===== src/rtl/ad9361_cmos_tx_if.sv =====
// rtl/ad9361_cmos_tx_if.sv - AD9361 2T CMOS TX sample source: pair FIFO, ENABLE/TXNRX pulse sequencing
// Every pin-facing output is a flop loaded from the current state and FIFO head, so pins lag the FSM by one cycle.
module ad9361_cmos_tx_if #(
  parameter int FIFO_DEPTH     = 4,
  parameter int STARTUP_CYCLES = 16,
  parameter int ENABLE_CYCLES  = 4
) (
  input  logic        clk,
  input  logic        rst,
  input  logic        tx_start,
  input  logic        in_valid,
  output logic        in_ready,
  input  logic [11:0] in_i0,
  input  logic [11:0] in_q0,
  input  logic [11:0] in_i1,
  input  logic [11:0] in_q1,
  output logic        frame_q1,
  output logic        frame_q2,
  output logic [11:0] data_p0_q1,
  output logic [11:0] data_p0_q2,
  output logic [11:0] data_p1_q1,
  output logic [11:0] data_p1_q2,
  output logic        enable,
  output logic        txnrx,
  output logic        active,
  output logic        underrun,
  output logic [15:0] underrun_count
);
  localparam int AW      = $clog2(FIFO_DEPTH);
  localparam int CNT_MAX = (STARTUP_CYCLES > ENABLE_CYCLES) ? STARTUP_CYCLES : ENABLE_CYCLES;
  localparam int CW      = $clog2(CNT_MAX + 1);
  localparam logic [CW-1:0] EN_LAST = CW'(ENABLE_CYCLES - 1);
  localparam logic [CW-1:0] ST_LAST = CW'(STARTUP_CYCLES - 1);
  localparam logic [CW-1:0] CNT_ONE = CW'(1);
  localparam logic [AW:0]   PTR_ONE = (AW + 1)'(1);

  typedef enum logic [2:0] {
    S_IDLE, S_SETUP, S_EN_ON, S_WAIT, S_RUN, S_DRAIN, S_EN_OFF
  } state_t;

  state_t        state_q, state_d;
  logic [CW-1:0] cnt_q, cnt_d;
  logic [AW:0]   wr_ptr_q, wr_ptr_d, rd_ptr_q, rd_ptr_d;
  logic [47:0]   mem_q [FIFO_DEPTH];
  logic [47:0]   dout_q, dout_d;
  logic          frame_q, frame_d;
  logic          enable_q, enable_d;
  logic          txnrx_q, txnrx_d;
  logic          underrun_q, underrun_d;
  logic [15:0]   ucnt_q, ucnt_d;
  logic          empty, full, running, push, pop;

  always_comb begin
    empty   = (wr_ptr_q == rd_ptr_q);
    full    = (wr_ptr_q[AW] != rd_ptr_q[AW]) && (wr_ptr_q[AW-1:0] == rd_ptr_q[AW-1:0]);
    running = (state_q == S_RUN) || (state_q == S_DRAIN);
    push    = in_valid && !full;
    pop     = running && !empty;

    wr_ptr_d = push ? wr_ptr_q + PTR_ONE : wr_ptr_q;
    rd_ptr_d = pop  ? rd_ptr_q + PTR_ONE : rd_ptr_q;

    state_d = state_q;
    cnt_d   = cnt_q;
    unique case (state_q)
      S_IDLE:  if (tx_start) state_d = S_SETUP;
      S_SETUP: begin
        state_d = S_EN_ON;
        cnt_d   = '0;
      end
      S_EN_ON: begin
        if (cnt_q == EN_LAST) begin
          state_d = S_WAIT;
          cnt_d   = '0;
        end else begin
          cnt_d = cnt_q + CNT_ONE;
        end
      end
      S_WAIT: begin
        if (cnt_q == ST_LAST) state_d = S_RUN;
        else                  cnt_d   = cnt_q + CNT_ONE;
      end
      S_RUN:   if (!tx_start) state_d = S_DRAIN;
      // An empty FIFO here means the previous pop was the last pair.
      S_DRAIN: begin
        if (empty) begin
          state_d = S_EN_OFF;
          cnt_d   = '0;
        end
      end
      S_EN_OFF: begin
        if (cnt_q == EN_LAST) state_d = S_IDLE;
        else                  cnt_d   = cnt_q + CNT_ONE;
      end
      default: state_d = S_IDLE;
    endcase

    txnrx_d    = (state_q != S_IDLE);
    enable_d   = (state_q == S_EN_ON) || (state_q == S_EN_OFF);
    frame_d    = (state_q == S_WAIT) || running;
    dout_d     = pop ? mem_q[rd_ptr_q[AW-1:0]] : '0;
    underrun_d = (state_q == S_RUN) && empty;
    ucnt_d     = (underrun_d && (ucnt_q != 16'hFFFF)) ? ucnt_q + 16'd1 : ucnt_q;
  end

  always_ff @(posedge clk) begin
    if (rst) begin
      state_q    <= S_IDLE;
      cnt_q      <= '0;
      wr_ptr_q   <= '0;
      rd_ptr_q   <= '0;
      dout_q     <= '0;
      frame_q    <= 1'b0;
      enable_q   <= 1'b0;
      txnrx_q    <= 1'b0;
      underrun_q <= 1'b0;
      ucnt_q     <= '0;
    end else begin
      state_q    <= state_d;
      cnt_q      <= cnt_d;
      wr_ptr_q   <= wr_ptr_d;
      rd_ptr_q   <= rd_ptr_d;
      dout_q     <= dout_d;
      frame_q    <= frame_d;
      enable_q   <= enable_d;
      txnrx_q    <= txnrx_d;
      underrun_q <= underrun_d;
      ucnt_q     <= ucnt_d;
    end
  end

  // Storage needs no reset: the pointers alone define what is valid.
  always_ff @(posedge clk) begin
    if (push) mem_q[wr_ptr_q[AW-1:0]] <= {in_i0, in_q0, in_i1, in_q1};
  end

  assign in_ready       = !full;
  assign active         = running;
  assign frame_q1       = frame_q;
  assign frame_q2       = 1'b0;
  assign data_p0_q1     = dout_q[47:36];
  assign data_p1_q1     = dout_q[35:24];
  assign data_p0_q2     = dout_q[23:12];
  assign data_p1_q2     = dout_q[11:0];
  assign enable         = enable_q;
  assign txnrx          = txnrx_q;
  assign underrun       = underrun_q;
  assign underrun_count = ucnt_q;
endmodule

===== config.mk =====
export PLATFORM = sky130hd
export DESIGN_NAME = ad9361_cmos_tx_if
export DESIGN_NICKNAME = d
export VERILOG_FILES = /design/src/rtl/ad9361_cmos_tx_if.sv
export SDC_FILE = /design/constraint.sdc
export NUM_CORES = 1
export LEC_CHECK = 0
export ABC_AREA = 1
export CAP_MARGIN = 20
export CORE_UTILIZATION = 45
export CTS_CLUSTER_DIAMETER = 40
export DETAILED_ROUTE_END_ITERATION = 10
export PLACE_DENSITY = 0.66
export SLEW_MARGIN = 5
export SYNTH_ARGS = -nofsm -noshare
export SYNTH_HDL_FRONTEND = slang
export SYNTH_SLANG_ARGS = --single-unit

===== constraint.sdc =====
create_clock -name clk -period 5 [get_ports clk]
set_input_delay 0.75 -clock clk [delete_from_list [all_inputs] [get_ports clk]]
set_output_delay 0.75 -clock clk [all_outputs]
set_load 0.02 [all_outputs]

==> results.toml <==
[floorplan]
dieArea_sq_mm = 0.0236
die_y_microns = 153
io_pins = 123
rows = 55
initial_utilization = 0.457
dieWidth_microns = 153
placeableCoreArea_sq_mm = 0.0226

[logic_synthesis]
ys.flop_type = "edfxtp_1"
ys_seq_elements = 274
synth_top_area_frac = 0.558
synth_cells = 929
postSynth.asyncResetShare = 0
synthTopCellsByArea = "edfxtp_1 (56%), dfxtp_1 (16%), nor2_1 (8.7%)"
avgSynthCellArea_sq_um = 11.1
synth_area_leader_cell = "edfxtp_1"
yosys_warnings = 0
synth-seq-area-share = 0.717
synth.distinct_cells = 29
synth-edff-count = 192
netlist_area_sq_mm = 0.0103
synth_nets = 989

[power]
p_sw_frac = 0.244
total_power_mw = 5.68
power_switching_mw = 1.39
power.density_mw_per_mm2 = 437
clock_power_share = 0.439
combPwrFrac = 0.103
internal_power_mw = 4.30
seqPwrFrac = 0.458
peakVddDrop_mv = 0.286
leakage_nw = 4.67

[route]
wl_per_cell_microns = 15.4
drtAntennaViolNets = 0
wl_microns = 21100
dr.first_iter.drc_count = 393
drc_errors = 0
vias = 6898
vias_per_cell = 5.04
first_pass_iters = 4

[setup_path]
worst_ep_required_time_ps = 4250
regToRegStartpoint = "rd_ptr_q[0]$_SDFFE_PP0P_"
crit_type = "reg -> out"
reg2reg_to = "mem_q[1][5]$_DFFE_PP_"
r2r_slack_ps = 1720
rr_worst_depth = 8
cp_max_fo = 98
worst_setup_path_start_kind = "flop"
cp_data_arrival_time_ps = 2710
critPathCaptureType = "output pin"

[min_path]
min_path_type = "reg -> reg"
worstHoldStart = "cnt_q[4]$_SDFFE_PP0P_"
holdPathStages = 2
hold_end = "cnt_q[4]$_SDFFE_PP0P_"

[clocking]
postCtsSetupBuffers = 0
clockBufferDepth = 3
cts_sinks = 274
cts_max_level = 2
root_buffer = "clkbuf_16"
clock_latency_ps = 510
cts_made_buffers = 37
clk_pin_slew_ps = 50
hold_buffers = 0
post_cts_resized = 0
cts_tree = "yes"

[global_routing]
grt_pass1_vias = 6579
grt_pass1_wl_microns = 33600
antenna_found_initial = 0
grt_max_degree = 100
overflow = 0
track_usage = 0.183

[final_layout]
nets = 1116
instances_no_fill = 1368
drive_gt1_frac = 0.0757
antenna_cells = 0
layout_common_cells = "nor2_1 (235), edfxtp_1 (192), clkdlybuf4s50_1 (121)"
final_common_cell = "nor2_1"
flow.area_growth_from_synthesis_pct = 26.1
final_util = 0.577

[place]
portBuffers = 121
dp_cells = 1301
hpwl_microns = 12000
gp_congestion = 0.854

[sta]
final.period_utilization = 0.692
holdWs_ps = 505
tns_ps = 0
relSlewSlack = 0.288
fmax_ghz = 0.289
slew_violations = 0
period_minus_slack_ps = 3460
rsz0062_at_grt = "false"
setup_viol = 0
finalHoldViolations = 0
max_slew.worst_pin.slew_ps = 1070
skew_ps = 27.0

[flow_run]
cap_violations = 0

[status]
outcome = "complete, no violations"
## final cells by class
type | count | area (sq um)
repair buffers | 130 | 1300
flip-flops and latches | 274 | 7410
clock buffers | 44 | 952
well taps | 285 | 357
fillers | 1886 | 9550
multi-input cells | 575 | 2610
clock inverters | 22 | 235
inverters | 38 | 145
## kinds of logic (layout without fill, tap and decap cells)
family	after synthesis	in the layout	share of synthesized area
AND/OR/NAND/NOR	376	376	0.143
flip-flops	274	274	0.717
AO/OA/AOI/OAI	179	179	0.0875
buffers and inverters	80	234	0.0327
XOR/XNOR	11	11	0.00933
adder cells (fa/ha/maj)	8	8	0.00970
other	1	1	0.000363
## worst max path at each step
stage                        startpoint                    end  slack [ps]  cells past startpoint
3_5_place_dp                        rst  dout_q[14]$_SDFF_PP0_        1490                      4
4_1_cts        rd_ptr_q[0]$_SDFFE_PP0P_               in_ready        1510                      6
3_3_place_gp                        rst  dout_q[26]$_SDFF_PP0_        1560                      4
2_1_floorplan  rd_ptr_q[0]$_SDFFE_PP0P_  mem_q[0][0]$_DFFE_PP_        1430                      8
5_1_grt        rd_ptr_q[0]$_SDFFE_PP0P_               in_ready        1360                      6
6_report       rd_ptr_q[0]$_SDFFE_PP0P_               in_ready        1540                      6
## routing by layer
metal	track usage	vias up	wire, microns
li1	-	3438	-
met1	0.237	3253	9200
met2	0.307	173	10400
met3	0.0337	34	1080
met4	0.0690	0	467
met5	0	-	0
## through the flow
stage | cell area, sq um | setup slack (ps)
after global routing | 13000 | 1360
after detailed placement | 11800 | 1490
final | 13000 | 1540
after floorplan | 10300 | 1430
after global placement | 11800 | 1560
after CTS | 13000 | 1510
## worst max-delay path: stages (launching register included)
cell and delay (ps):
dfxtp_4 350, buf_4 810, nand2_1 130, nand2_1 120
nor2_2 50, nand2_1 80, clkdlybuf4s50_1 640
## sequential cells by signal (all words and copies together), names as in the netlist
signal	count
underrun	1
wr_ptr_q	3
rd_ptr_q	3
frame_q1	1
mem_q	192
dout_q	48
underrun_count	16
enable	1
cnt_q	5
state_q	3
txnrx	1
## cells in the mapped netlist, types with 5 or more instances
master	count
nor2_1	239
edfxtp_1	192
o21ai_0	106
nand2_1	105
dfxtp_1	82
a21oi_1	70
inv_1	35
clkbuf_1	26
nand3_1	20
ha_1	8
buf_1	6
xor2_1	6
nand4_1	5
xnor2_1	5
## power by group through the flow
stage | logic (mW) | registers (mW) | clock network [mW]
finish | 0.587 | 2.60 | 2.50
global route | 0.669 | 2.61 | 2.64
CTS | 0.591 | 2.60 | 2.54
detailed placement | 0.588 | 2.65 | 0
global placement | 0.580 | 2.65 | 0
floorplan | 0.365 | 2.66 | 0
Note: power is estimated with default switching activity, not from simulation.
